File: src/rtl/pipe_ctrl_pkg.sv
// Shared encodings for the pipelined controller: opcodes, ALU ops, operand selects,
// branch funct3 codes, result-source codes and the mul/div sequencer state type.
package pipe_ctrl_pkg;

    localparam logic [6:0] OP_LUI    = 7'b0110111;
    localparam logic [6:0] OP_AUIPC  = 7'b0010111;
    localparam logic [6:0] OP_JAL    = 7'b1101111;
    localparam logic [6:0] OP_JALR   = 7'b1100111;
    localparam logic [6:0] OP_BRANCH = 7'b1100011;
    localparam logic [6:0] OP_LOAD   = 7'b0000011;
    localparam logic [6:0] OP_STORE  = 7'b0100011;
    localparam logic [6:0] OP_IMM    = 7'b0010011;
    localparam logic [6:0] OP_R      = 7'b0110011;

    localparam logic [6:0] F7_MULDIV = 7'b0000001;

    localparam logic [3:0] ALU_ADD  = 4'd0;
    localparam logic [3:0] ALU_SUB  = 4'd1;
    localparam logic [3:0] ALU_SLL  = 4'd2;
    localparam logic [3:0] ALU_SLT  = 4'd3;
    localparam logic [3:0] ALU_SLTU = 4'd4;
    localparam logic [3:0] ALU_XOR  = 4'd5;
    localparam logic [3:0] ALU_SRL  = 4'd6;
    localparam logic [3:0] ALU_SRA  = 4'd7;
    localparam logic [3:0] ALU_OR   = 4'd8;
    localparam logic [3:0] ALU_AND  = 4'd9;

    localparam logic [2:0] IMM_I = 3'd0;
    localparam logic [2:0] IMM_S = 3'd1;
    localparam logic [2:0] IMM_B = 3'd2;
    localparam logic [2:0] IMM_U = 3'd3;
    localparam logic [2:0] IMM_J = 3'd4;

    localparam logic [1:0] SRCA_RS1  = 2'd0;
    localparam logic [1:0] SRCA_PC   = 2'd1;
    localparam logic [1:0] SRCA_ZERO = 2'd2;

    localparam logic [2:0] BR_BEQ  = 3'b000;
    localparam logic [2:0] BR_BNE  = 3'b001;
    localparam logic [2:0] BR_BLT  = 3'b100;
    localparam logic [2:0] BR_BGE  = 3'b101;
    localparam logic [2:0] BR_BLTU = 3'b110;
    localparam logic [2:0] BR_BGEU = 3'b111;

    localparam logic [1:0] RES_ALU = 2'd0;
    localparam logic [1:0] RES_MEM = 2'd1;
    localparam logic [1:0] RES_PC4 = 2'd2;

    typedef enum logic {
        SEQ_IDLE = 1'b0,
        SEQ_BUSY = 1'b1
    } seqState_t;

    // Fixed-width control fields carried down the pipe (ALU control travels separately).
    typedef struct packed {
        logic       regWrite;
        logic [1:0] resultSrc;
        logic       memWrite;
        logic       jump;
        logic       branch;
        logic [1:0] aluSrcA;
        logic       aluSrcB;
        logic [2:0] funct3;
    } ctrlBundle_t;

    // alt selects SUB over ADD for funct3 000 and SRA over SRL for funct3 101.
    function automatic logic [3:0] aluDecode(input logic [2:0] f3, input logic alt);
        logic [3:0] op;
        case (f3)
            3'b000:  op = alt ? ALU_SUB : ALU_ADD;
            3'b001:  op = ALU_SLL;
            3'b010:  op = ALU_SLT;
            3'b011:  op = ALU_SLTU;
            3'b100:  op = ALU_XOR;
            3'b101:  op = alt ? ALU_SRA : ALU_SRL;
            3'b110:  op = ALU_OR;
            default: op = ALU_AND;
        endcase
        return op;
    endfunction

    function automatic int maxInt(input int a, input int b);
        return (a > b) ? a : b;
    endfunction

endpackage

File: src/rtl/pipelined_controller_muldiv_seq.sv
// Mul/div E-stage occupancy sequencer: keeps a multicycle op parked in E for its latency.
module muldiv_seq
    import pipe_ctrl_pkg::*;
#(
    parameter int MUL_LATENCY = 2,
    parameter int DIV_LATENCY = 32
) (
    input  logic clk,
    input  logic reset,
    input  logic flush,
    input  logic start,
    input  logic isDiv,
    output logic busy
);

    localparam int CNT_W = $clog2(maxInt(maxInt(MUL_LATENCY, DIV_LATENCY), 2));
    localparam logic [CNT_W-1:0] MUL_LOAD = (MUL_LATENCY > 1) ? CNT_W'(MUL_LATENCY - 2) : '0;
    localparam logic [CNT_W-1:0] DIV_LOAD = (DIV_LATENCY > 1) ? CNT_W'(DIV_LATENCY - 2) : '0;
    localparam logic MUL_MULTI = (MUL_LATENCY > 1);
    localparam logic DIV_MULTI = (DIV_LATENCY > 1);

    seqState_t        state_reg;
    logic [CNT_W-1:0] count_reg;
    logic             launch;

    assign launch = (state_reg == SEQ_IDLE) && start && (isDiv ? DIV_MULTI : MUL_MULTI);

    // BUSY with an exhausted counter is the op's final E cycle, so E is released there.
    assign busy = launch || ((state_reg == SEQ_BUSY) && (count_reg != '0));

    always_ff @(posedge clk or posedge reset) begin
        if (reset) begin
            state_reg <= SEQ_IDLE;
            count_reg <= '0;
        end else if (flush) begin
            state_reg <= SEQ_IDLE;
            count_reg <= '0;
        end else begin
            case (state_reg)
                SEQ_IDLE: begin
                    if (launch) begin
                        state_reg <= SEQ_BUSY;
                        count_reg <= isDiv ? DIV_LOAD : MUL_LOAD;
                    end
                end
                SEQ_BUSY: begin
                    if (count_reg == '0) begin
                        state_reg <= SEQ_IDLE;
                    end else begin
                        count_reg <= count_reg - 1'b1;
                    end
                end
                default: begin
                    state_reg <= SEQ_IDLE;
                    count_reg <= '0;
                end
            endcase
        end
    end

endmodule

File: src/rtl/pipelined_controller.sv
// RV32I pipeline controller: D decode, E/M/W control registers and branch resolution.
// Define MULDIV_EXT_EN to build the multicycle mul/div sequencer.
module pipelined_controller
    import pipe_ctrl_pkg::*;
#(
    parameter int ALUCTRL_W   = 4,
    parameter int MUL_LATENCY = 2,
    parameter int DIV_LATENCY = 32
) (
    input  logic                 clk,
    input  logic                 reset,
    input  logic [6:0]           opD,
    input  logic [2:0]           funct3D,
    input  logic [6:0]           funct7D,
    output logic [2:0]           ImmSrcD,
    input  logic                 FlushE,
    input  logic                 ZeroE,
    input  logic                 LtE,
    input  logic                 LtuE,
    output logic                 PCSrcE,
    output logic [ALUCTRL_W-1:0] ALUControlE,
    output logic [1:0]           ALUSrcAE,
    output logic                 ALUSrcBE,
    output logic                 ResultSrcEb0,
    output logic                 MulDivBusyE,
    output logic [2:0]           MulDivOpE,
    output logic                 MemWriteM,
    output logic [2:0]           MemWidthM,
    output logic                 RegWriteM,
    output logic                 RegWriteW,
    output logic [1:0]           ResultSrcW
);

    ctrlBundle_t ctrlD;
    logic [3:0]  aluCtrlD;
    logic        knownD;

    ctrlBundle_t ctrlE_reg;
    logic [3:0]  aluCtrlE_reg;
    logic        mulDivBusy;
    logic        branchTaken;

    logic        regWriteM_reg;
    logic        memWriteM_reg;
    logic [2:0]  memWidthM_reg;
    logic [1:0]  resultSrcM_reg;
    logic        regWriteW_reg;
    logic [1:0]  resultSrcW_reg;

    always_comb begin
        ctrlD    = '0;
        aluCtrlD = ALU_ADD;
        ImmSrcD  = IMM_I;
        knownD   = 1'b1;
        case (opD)
            OP_LUI: begin
                ctrlD.regWrite = 1'b1;
                ctrlD.aluSrcA  = SRCA_ZERO;
                ctrlD.aluSrcB  = 1'b1;
                ImmSrcD        = IMM_U;
            end
            OP_AUIPC: begin
                ctrlD.regWrite = 1'b1;
                ctrlD.aluSrcA  = SRCA_PC;
                ctrlD.aluSrcB  = 1'b1;
                ImmSrcD        = IMM_U;
            end
            OP_JAL: begin
                ctrlD.regWrite  = 1'b1;
                ctrlD.resultSrc = RES_PC4;
                ctrlD.jump      = 1'b1;
                ctrlD.aluSrcA   = SRCA_PC;
                ctrlD.aluSrcB   = 1'b1;
                ImmSrcD         = IMM_J;
            end
            OP_JALR: begin
                ctrlD.regWrite  = 1'b1;
                ctrlD.resultSrc = RES_PC4;
                ctrlD.jump      = 1'b1;
                ctrlD.aluSrcB   = 1'b1;
            end
            OP_BRANCH: begin
                ctrlD.branch = 1'b1;
                aluCtrlD     = ALU_SUB;
                ImmSrcD      = IMM_B;
            end
            OP_LOAD: begin
                ctrlD.regWrite  = 1'b1;
                ctrlD.resultSrc = RES_MEM;
                ctrlD.aluSrcB   = 1'b1;
            end
            OP_STORE: begin
                ctrlD.memWrite = 1'b1;
                ctrlD.aluSrcB  = 1'b1;
                ImmSrcD        = IMM_S;
            end
            OP_IMM: begin
                ctrlD.regWrite = 1'b1;
                ctrlD.aluSrcB  = 1'b1;
                aluCtrlD       = aluDecode(funct3D, (funct3D == 3'b101) && funct7D[5]);
            end
            OP_R: begin
                ctrlD.regWrite = 1'b1;
                aluCtrlD       = aluDecode(funct3D, funct7D[5]);
            end
            default: knownD = 1'b0;
        endcase
        // Unknown opcodes must not leak funct3 into MemWidthM or the branch condition.
        ctrlD.funct3 = knownD ? funct3D : 3'b000;
    end

    // Flush beats the multicycle hold so a redirect always empties E.
    always_ff @(posedge clk or posedge reset) begin
        if (reset) begin
            ctrlE_reg    <= '0;
            aluCtrlE_reg <= '0;
        end else if (FlushE) begin
            ctrlE_reg    <= '0;
            aluCtrlE_reg <= '0;
        end else if (!mulDivBusy) begin
            ctrlE_reg    <= ctrlD;
            aluCtrlE_reg <= aluCtrlD;
        end
    end

`ifdef MULDIV_EXT_EN
    logic mulDivD;
    logic mulDivE_reg;

    assign mulDivD = (opD == OP_R) && (funct7D == F7_MULDIV);

    always_ff @(posedge clk or posedge reset) begin
        if (reset) begin
            mulDivE_reg <= 1'b0;
        end else if (FlushE) begin
            mulDivE_reg <= 1'b0;
        end else if (!mulDivBusy) begin
            mulDivE_reg <= mulDivD;
        end
    end

    muldiv_seq #(
        .MUL_LATENCY(MUL_LATENCY),
        .DIV_LATENCY(DIV_LATENCY)
    ) uSeq (
        .clk  (clk),
        .reset(reset),
        .flush(FlushE),
        .start(mulDivE_reg),
        .isDiv(ctrlE_reg.funct3[2]),
        .busy (mulDivBusy)
    );

    assign MulDivOpE = mulDivE_reg ? ctrlE_reg.funct3 : 3'b000;
`else
    localparam int unusedLatency = MUL_LATENCY + DIV_LATENCY;
    logic unusedFunct7;

    assign unusedFunct7 = ^{funct7D[6], funct7D[4:0]};
    assign mulDivBusy   = 1'b0;
    assign MulDivOpE    = 3'b000;
`endif

    always_comb begin
        case (ctrlE_reg.funct3)
            BR_BEQ:  branchTaken = ZeroE;
            BR_BNE:  branchTaken = !ZeroE;
            BR_BLT:  branchTaken = LtE;
            BR_BGE:  branchTaken = !LtE;
            BR_BLTU: branchTaken = LtuE;
            BR_BGEU: branchTaken = !LtuE;
            default: branchTaken = 1'b0;
        endcase
    end

    assign PCSrcE       = (ctrlE_reg.branch && branchTaken) || ctrlE_reg.jump;
    assign ALUControlE  = ALUCTRL_W'(aluCtrlE_reg);
    assign ALUSrcAE     = ctrlE_reg.aluSrcA;
    assign ALUSrcBE     = ctrlE_reg.aluSrcB;
    assign ResultSrcEb0 = ctrlE_reg.resultSrc[0];
    assign MulDivBusyE  = mulDivBusy;

    // A held multicycle op sends bubbles to M until its final E cycle.
    always_ff @(posedge clk or posedge reset) begin
        if (reset) begin
            regWriteM_reg  <= 1'b0;
            memWriteM_reg  <= 1'b0;
            memWidthM_reg  <= 3'b000;
            resultSrcM_reg <= RES_ALU;
            regWriteW_reg  <= 1'b0;
            resultSrcW_reg <= RES_ALU;
        end else begin
            regWriteM_reg  <= ctrlE_reg.regWrite && !mulDivBusy;
            memWriteM_reg  <= ctrlE_reg.memWrite && !mulDivBusy;
            memWidthM_reg  <= ctrlE_reg.funct3;
            resultSrcM_reg <= ctrlE_reg.resultSrc;
            regWriteW_reg  <= regWriteM_reg;
            resultSrcW_reg <= resultSrcM_reg;
        end
    end

    assign MemWriteM  = memWriteM_reg;
    assign MemWidthM  = memWidthM_reg;
    assign RegWriteM  = regWriteM_reg;
    assign RegWriteW  = regWriteW_reg;
    assign ResultSrcW = resultSrcW_reg;

endmodule

File: config.mk
export PLATFORM = sky130hd
export DESIGN_NAME = pipelined_controller
export DESIGN_NICKNAME = d
export VERILOG_FILES = /design/src/rtl/pipe_ctrl_pkg.sv /design/src/rtl/pipelined_controller_muldiv_seq.sv /design/src/rtl/pipelined_controller.sv
export SDC_FILE = /design/constraint.sdc
export NUM_CORES = 1
export LEC_CHECK = 0
export BUFFER_PORTS_ARGS = -buffer_cell sky130_fd_sc_hd__buf_2
export CAP_MARGIN = 0
export CORE_UTILIZATION = 42
export DETAILED_ROUTE_END_ITERATION = 10
export GPL_TIMING_DRIVEN = 1
export PLACE_DENSITY = 0.73
export SYNTH_ARGS = -nofsm -noshare
export SYNTH_HDL_FRONTEND = slang
export SYNTH_SLANG_ARGS = --single-unit
File: constraint.sdc
create_clock -name clk -period 1.9 [get_ports clk]
set_input_delay 0.095 -clock clk [delete_from_list [all_inputs] [get_ports clk]]
set_output_delay 0.095 -clock clk [all_outputs]
set_load 0.03 [all_outputs]
## Word-level counts from Yosys, hierarchy flattened

Index checks and enable logic that the tools add are counted.

- Flip-flop bits (word level): 26
- Bits of input ports: 23
- Output and inout port bits: 24
- Logic and storage cells: 69

- Equal/unequal tests: 20
- Multiplexer cells: 20
- Reductions and logical operators: 14

Operator list:

| kind | count |
|---|---|
| $pmux W4 S7 | 2 |
| $eq A3 B3 Y1 const B | 7 |
| $eq A7 B6 Y1 const B | 3 |
| $eq A7 B7 Y1 const B | 3 |
| $eq A7 B5 Y1 const B | 2 |
| $reduce_or A7 Y1 | 2 |
| $mux W12 | 1 |
| $pmux W3 S4 | 1 |
| $pmux W4 S3 | 1 |
| $mux W1 | 10 |
| $reduce_or A9 Y1 | 1 |
| $pmux W2 S2 | 2 |
| $eq A7 B2 Y1 const B | 1 |
| $eq A3 B1 Y1 const B | 2 |
| $eq A3 B2 Y1 const B | 2 |
| $logic_not A3 Y1 | 2 |
| $pmux W1 S6 | 1 |
| $reduce_or A2 Y1 | 3 |
| $mux W4 | 1 |
| $logic_not A1 Y1 | 3 |
| $mux W3 | 1 |
| $logic_and A1 B1 Y1 | 2 |
| $logic_or A1 B1 Y1 | 1 |

## Longest topological paths before layout

Gate-level depths: netlist (run 1).

- Depth in word-level cells: 6
- Gate-level depth with buffers: 3
- Depth with buffers taken out: 3

## Worst setup path after synthesis (run 1)

Ideal clock, no wire load.

- Path type: reg-to-output
- Start point: register ctrlE_reg[2] in the netlist's numbering
- End point: output port PCSrcE
- Data arrival time: 1.344 ns
- Data required time: 1.805 ns
- Slack: 0.461 ns
- Stages on the path, launching flop included: 4
- Path buffers: 0
- Path through: dfrtp_1 > mux2i_1 > xor2_1 > o21ai_0

- Word-level cells in the longest chain between the ends: 4
- Elaborated cells on any way between the ends: 9
- Classes of those cells: eq/ne (5); mux (1); reduce/logical (3)

Ends and longest elaborated chain:

| item | line | text |
|---|---|---|
| from (decl) | pipelined_controller.sv:38 | `ctrlBundle_t ctrlE_reg;` |
| from (signal assigned) | pipelined_controller.sv:121 | `ctrlE_reg <= ctrlD;` |
| $eq A3 B3 Y1 (tied with other cells) | pipelined_controller.sv:165 | `case (ctrlE_reg.funct3)` |
| $pmux W1 S6 * | pipelined_controller.sv:165 |  |
| $logic_and A1 B1 Y1 * | pipelined_controller.sv:176 | `assign PCSrcE = (ctrlE_reg.branch && branchTaken) \|\| ctrlE_reg.jump;` |
| $logic_or A1 B1 Y1 * | pipelined_controller.sv:176 |  |
| to (decl) | pipelined_controller.sv:20 | `output logic PCSrcE,` |

Mark *: on every way between the ends. The rest lies on a longest branch, timed or not.

## Worst setup path after layout (run 1)

Ends and elaborated chain as after synthesis.

==> flow_summary_export.csv, run 1 <==
group,metric,value,unit
route,drc_errors,0,
setup_path,critical_path.startpoint,"ctrlE_reg[2]",
timing,holdWs,0.0278,ns
min_path,worstHoldPathType,"in2reg",
timing,setup-violations-final,0,
timing,fin_skew,0.00596,ns
place,dp.cells,150,
cts,ctsHoldBuffers,2,
yosys,ys_seq_elements,25,
cts,cts_setup_buffers,0,
cts,cts_tree,"built",
floorplanning,die_area,2700,um2
global_routing,top_usage_layer,"met2",
global_routing,grt_pass1_wl,3110,um
setup_path,r2r-start,"ctrlE_reg[2]",
global_routing,grt_max_degree,26,
pwr,power_leakage,0.714,nW
floorplanning,coreArea,2280,um2
cts,clock-sinks,25,
finish,nFillCells,210,
global_routing,use_met1,19.7,%
pwr,ir_drop,360,uV
cts,htreeDepth,1,
timing,slew_viol_final,0,
yosys,ys_warn_count,0,
setup_path,cp_cell_sequence,"mux2i_1 > xor2_1 > o21ai_0 > buf_2",
pwr,power,879,uW
cts,clk_pin_slew,0.14,ns
finish,multi_input_area,358,um2
cts,insertion_delay,0.31,ns
global_routing,met3_usage,2.92,%
flow_run,maxCapViolCount,0,
setup_path,end_kind,"output pin",
setup_path,critPathMaxFanout,3,
yosys,syn_area_per_cell,11.8,um2
finish,drive_gt1_share,34.4,%
timing,rsz0062_at_grt,"no",
global_routing,antenna_found_initial,0,
yosys,synth_area,1050,um2
floorplanning,ios,47,
finish,diodes,0,
floorplanning,dieWidth,51.9,um
route,viasPerCell,5.03,
finish,layout.cells.non_filler,156,
finish,seqCellArea,626,um2
global_routing,grt_overflow,0,
route,dr_total_vias,784,
cts,numCtsBuffers,3,
finish,fin_area,1280,um2
yosys,synthCells,89,
place,dp_hpwl,1440,um
yosys,yosysUniqueCellTypes,33,
timing,finalCriticalPeriod,1.50,ns
place,placed_area,1230,um2
yosys,yosysSeqAreaShare,59.7,%
floorplanning,num_rows,17,
route,wl_per_cell,12.4,um
place,portBuffers,36,
timing,hold_viol_final,0,
global_routing,grt.total_usage,16.2,%
setup_path,slowest_delay,0.42,ns
floorplanning,fp.dieH,51.9,um
pwr,powerDensity,685,nW/um2
route,drt-total-wl,1930,um
finish,layout.nets,152,
place,place_congestion,0.815,
global_routing,grt_pass1_vias,704,
setup_path,cp_slowest_cell,"dfrtp_1",
timing,finalCritPeriodShare,79.0,%
setup_path,required,1.80,ns
cts,clockRootBuffer,"clkbuf_4",
floorplanning,initial_core_util,46.0,%
finish,largest_reg_flops,7,
setup_path,worstPathArrival,1.41,ns
route,dr.pass1.iters,4,
finish,area_growth,22.6,%
global_routing,globalRouteMet2Util,27.1,%
timing,max_freq,0.666,GHz
timing,fin_setup_tns,0,ns
setup_path,critical_path_class,"reg2out",
route,postRouteAntennaNets,0,
setup_path,worstSetupStartpointType,"flop",
route,drt_iter0_drc,7,
run_status,status,"finished clean",
min_path,hold_start,"opD[4]",
cts,cts_buffer_depth,2,
cts,cts_resized,0,
kinds of logic after synthesis:
| group | Yosys count | share of synthesized area, % |
|---|---|---|
| simple gates | 31 | 20.0 |
| compound gates | 14 | 9.20 |
| flops | 25 | 59.7 |
| xor+xnor | 2 | 1.67 |
| other cells | 1 | 0.358 |
| buf+inv | 14 | 7.17 |
| mux | 2 | 1.91 |
through the flow:
stage / util [%] / setup slack [ns]
after global routing: 56.4 / 0.251
after detailed placement: 54.2 / 0.707
after global placement: 54.2 / 0.740
after floorplan: - / 0.461
after CTS: 56.4 / 0.344
final: 56.4 / 0.398
cell usage in the layout, fill, tap and decap left out:
master,netlist,layout
a211oi_1,1,1
a21oi_1,2,2
a311oi_1,3,3
a31oi_1,2,2
a41oi_1,1,1
and2b_1,1,1
and3_1,1,1
and4b_1,1,1
and4bb_1,1,1
and4bb_4,1,1
buf_2,0,36
buf_4,6,1
clkbuf_4,0,3
conb_1,1,4
dfrtp_1,25,25
dlygate4sd3_1,0,2
inv_1,7,7
inv_6,0,1
mux2i_1,2,2
nand2_1,5,5
nand2b_1,5,5
nand3_1,2,2
nand3_2,2,2
nand3b_1,2,2
nand4_1,1,1
nand4b_1,2,2
nor2_1,2,2
nor2b_1,1,1
nor3_1,2,2
nor3b_1,1,1
nor4_1,1,1
o21ai_0,2,2
o21ai_1,1,1
o221ai_1,1,1
o31ai_1,1,1
xor2_1,2,2
cell usage after synthesis:
master	number	area, um2
a211oi_1	1	7.51
a21oi_1	2	10.0
a311oi_1	3	26.3
a31oi_1	2	12.5
a41oi_1	1	8.76
and2b_1	1	7.51
and3_1	1	6.26
and4b_1	1	10.0
and4bb_1	1	12.5
and4bb_4	1	16.3
buf_4	6	45.0
clkbuf_1	1	3.75
conb_1	1	3.75
dfrtp_1	25	626
inv_1	7	26.3
mux2i_1	2	20.0
nand2_1	5	18.8
nand2b_1	5	31.3
nand3_1	2	10.0
nand3_2	2	20.0
nand3b_1	2	15.0
nand4_1	1	6.26
nand4b_1	2	17.5
nor2_1	2	7.51
nor2b_1	1	6.26
nor3_1	2	10.0
nor3b_1	1	7.51
nor4_1	1	6.26
o21ai_0	2	10.0
o21ai_1	1	5.00
o221ai_1	1	8.76
o31ai_1	1	7.51
xor2_1	2	17.5
final timing paths:
check,endpoint,slack [ns],cells after the start
worst max-delay path,PCSrcE,0.40,4
worst min-delay path,ResultSrcEb0,0.03,2
worst max register to register,MemWidthM[2],1.35,0
worst min register to register,RegWriteM,0.37,0
max in group asynchronous,ALUControlE[1],1.30,4
min in group asynchronous,ResultSrcEb0,0.36,4
where the power goes:
part,internal (mW),leakage [nW],switching [mW],total (mW)
combinational,0.0345,0.347,0.0646,0.0990
clock,0.0854,0.0183,0.157,0.242
sequential,0.536,0.348,0.00162,0.538
worst max-delay path, delay by kind of cell (launching register included):
family,cells,cell delay [ns]
compound gates,1,0.15
xor+xnor,1,0.08
buf+inv,1,0.22
flops,1,0.42
mux,1,0.23
layout make-up:
type                       instances  area share, %
inverter                           7           2.05
clock buffer                       3           1.75
tap                               28           2.73
sequential                        25           48.7
clock inverter                     1          0.682
multi-input combinational         53           27.9
timing repair buffer              39           16.2
routing by layer:
layer | wire [um] | vias up | part of all wire (%)
li1 | - | 383 | -
met1 | 822 | 370 | 43
met2 | 978 | 29 | 51
met3 | 116 | 2 | 6.0
met4 | 17 | 0 | 0.88
met5 | 0 | - | 0
(Power assumes the default switching activity.)
==> run 2, diff against run 1 <==
Settings changed: ABC_AREA set to 1, PLACE_DENSITY 0.73 to 0.72.
Clock period 1.9 ns to 1.5 ns, I/O delays scaled along.
==> flow_summary_export.csv, run 2 <==
group,metric,value,unit
floorplanning,num_rows,17,
place,dp.cells,185,
finish,most-common-layout-cells,"buf_2, dfrtp_1, nand2_1",
place,place_congestion,0.798,
run_status,status,"finished clean",
cts,clockRootBuffer,"clkbuf_4",
floorplanning,dieWidth,52.5,um
pwr,powerDensity,817,nW/um2
yosys,synth_area,1070,um2
setup_path,required,1.42,ns
timing,hold_viol_final,0,
finish,area_growth,24.7,%
cts,clk_pin_slew,0.12,ns
setup_path,end_kind,"output pin",
cts,cts_buffer_depth,2,
pwr,power_leakage,0.822,nW
floorplanning,fp.dieH,52.5,um
route,viasPerCell,4.76,
finish,diodes,0,
setup_path,worstPathArrival,1.32,ns
min_path,hold_start,"funct3D[0]",
route,dr.pass1.iters,4,
pwr,p_int,823,uW
pwr,combPwrFrac,12.3,%
pwr,share_seq_of_total_power,62.4,%
finish,layout.cells.non_filler,193,
global_routing,grt_pass1_vias,743,
setup_path,slowest_delay,0.42,ns
floorplanning,initial_core_util,46.2,%
cts,cts_tree,"built",
yosys,synth.area.top_cells,"dfrtp_1, nand2_1, nor2_1",
timing,finalCritPeriodShare,92.8,%
timing,slew_viol_final,0,
yosys,synth-edff-count,0,
route,drc_errors,0,
global_routing,grt_max_degree,26,
min_path,min_path_cells,3,
setup_path,cp_cell_sequence,"inv_1 > nand2_2 > nand2_1 > nand2_1 > nand3b_1 > nand2_1 > nand2_1 > nand2_1 > buf_6",
timing,rsz0062_at_grt,"yes",
route,drt_iter0_drc,7,
finish,largest_reg_flops,7,
route,postRouteAntennaNets,0,
global_routing,grt_overflow,0,
timing,max_freq,0.718,GHz
yosys,yosysUniqueCellTypes,18,
route,drt-total-wl,1790,um
yosys,synth_commonest_cells,"nand2_1, dfrtp_1, nor2_1",
setup_path,cp_common_cell,"nand2_1",
place,post-place-ws,0.422,ns
setup_path,critPathTopFamily,"flip-flops",
yosys,ys.flop_type,"dfrtp_1",
setup_path,critPathMaxFanout,4,
finish,fin_area,1340,um2
setup_path,cp_slowest_cell,"dfrtp_1",
cts,htreeDepth,1,
setup_path,r2r-start,"ctrlE_reg[0]",
finish,drive_gt1_share,31.5,%
timing,finalCriticalPeriod,1.39,ns
timing,setup-violations-final,0,
yosys,synthArstFlopShare,100,%
finish,seqCellArea,626,um2
yosys,yosysSeqAreaShare,58.3,%
yosys,ys_warn_count,0,
route,wl_per_cell,9.30,um
yosys,synth_top_area_share,58.3,%
finish,final_common_cell,"buf_2",
yosys,synth_most_common_cell,"nand2_1",
yosys,synthCells,123,
flow_run,maxCapViolCount,0,
floorplanning,ios,47,
global_routing,antenna_found_initial,0,
cts,insertion_delay,0.30,ns
min_path,worstHoldPathType,"in2reg",
timing,setup_slack,0.107,ns
setup_path,path_buf_inv,2,
global_routing,grt.total_usage,14.3,%
floorplanning,coreArea,2320,um2
finish,fin_util,57.7,%
cts,clock-sinks,25,
route,dr_total_vias,918,
global_routing,grt_pass1_wl,2820,um
setup_path,r2r_end,"MemWidthM[0]",
finish,nFillCells,208,
finish,multi_input_area,344,um2
setup_path,reg2reg_setup_slack,0.96,ns
pwr,netSwitchingPower,270,uW
setup_path,critical_path_class,"reg2out",
pwr,ir_drop,401,uV
finish,layout.nets,189,
place,portBuffers,36,
timing,fin_skew,0.000515,ns
floorplanning,die_area,2760,um2
yosys,ys_seq_elements,25,
place,placed_area,1260,um2
setup_path,reg2reg_depth,0,
min_path,holdPathEnd,"ctrlE_reg[0]",
yosys,syn_area_per_cell,8.72,um2
pwr,swShare,24.7,%
cts,numCtsBuffers,3,
place,dp_hpwl,1430,um
yosys,synth_top_area_cell,"dfrtp_1",
setup_path,worstSetupStartpointType,"flop",
pwr,pwr-share-clk,25.4,%
-- run 2: cell count changes after synthesis, sizes merged, moves of 3 or more --
cell    delta
nor2      +20
a311oi     -3
nand2     +23
a21oi      +4
inv       +12
nand2b     -5
-- run 2: cell families after synthesis --
group,synth area share [%]
AND/OR/NAND/NOR,25.4
flip-flops,58.3
buffers and inverters,10.9
AO/OA/AOI/OAI,5.02
other,0.350
-- run 2: cell type report --
cell class | count | area share [%]
inverter | 19 | 5.33
sequential | 25 | 46.8
timing repair buffer | 41 | 17.5
tap | 28 | 2.62
multi-input combinational | 76 | 25.7
clock inverter | 1 | 0.374
clock buffer | 3 | 1.68
-- run 2: how the worst max path moves through the flow --
stage / from / end / slack (ns) / cells after the start
6_report: ctrlE_reg[2] / PCSrcE / 0.11 / 9
5_1_grt: ctrlE_reg[2] / PCSrcE / -0.02 / 9
4_1_cts: ctrlE_reg[2] / PCSrcE / 0.06 / 8
3_5_place_dp: ctrlE_reg[0] / PCSrcE / 0.42 / 7
3_3_place_gp: ctrlE_reg[2] / PCSrcE / 0.43 / 8
2_1_floorplan: opD[4] / ImmSrcD[1] / 0.40 / 5
-- run 2: power groups by stage --
| stage | Clock (mW) | Combinational (mW) | Sequential (mW) |
|---|---|---|---|
| 2_1_floorplan | 0 | 0.0793 | 0.701 |
| 3_3_place_gp | 0 | 0.122 | 0.694 |
| 3_5_place_dp | 0 | 0.125 | 0.695 |
| 4_1_cts | 0.295 | 0.134 | 0.682 |
| 5_1_grt | 0.313 | 0.150 | 0.683 |
| 6_report | 0.277 | 0.134 | 0.681 |
-- run 2: metrics by stage --
step | TNS, ns | hold slack, ns | power, mW
global route | -0.0168 | 0.0297 | 1.15
detailed placement | 0 | 0.146 | 0.820
finish | 0 | 0.0219 | 1.09
CTS | 0 | 0.00737 | 1.11
global placement | 0 | 0.126 | 0.816
floorplan | 0 | 0.102 | 0.781
-- run 2: tightest hold or removal path, stage by stage --
cell,delay [ns]
buf_2,0.12
nand2_1,0.06
a21oi_1,0.04
-- run 2: repair_timing --
action / 4_1_cts / 5_1_grt
gates resized for setup: 0 / 4
hold buffers: 4 / 0
hold endpoints to repair: 32 / 0
setup buffers: 0 / 0
setup endpoints to repair: 0 / 1
-- run 2: routing by layer --
layer  routed length [um]  up-vias  global-route usage [%]
met1                  747      431                    16.4
met3                  111        2                    2.03
met5                    0        -                       0
li1                     -      450                       -
met4                   19        0                    7.89
met2                  916       35                    25.1
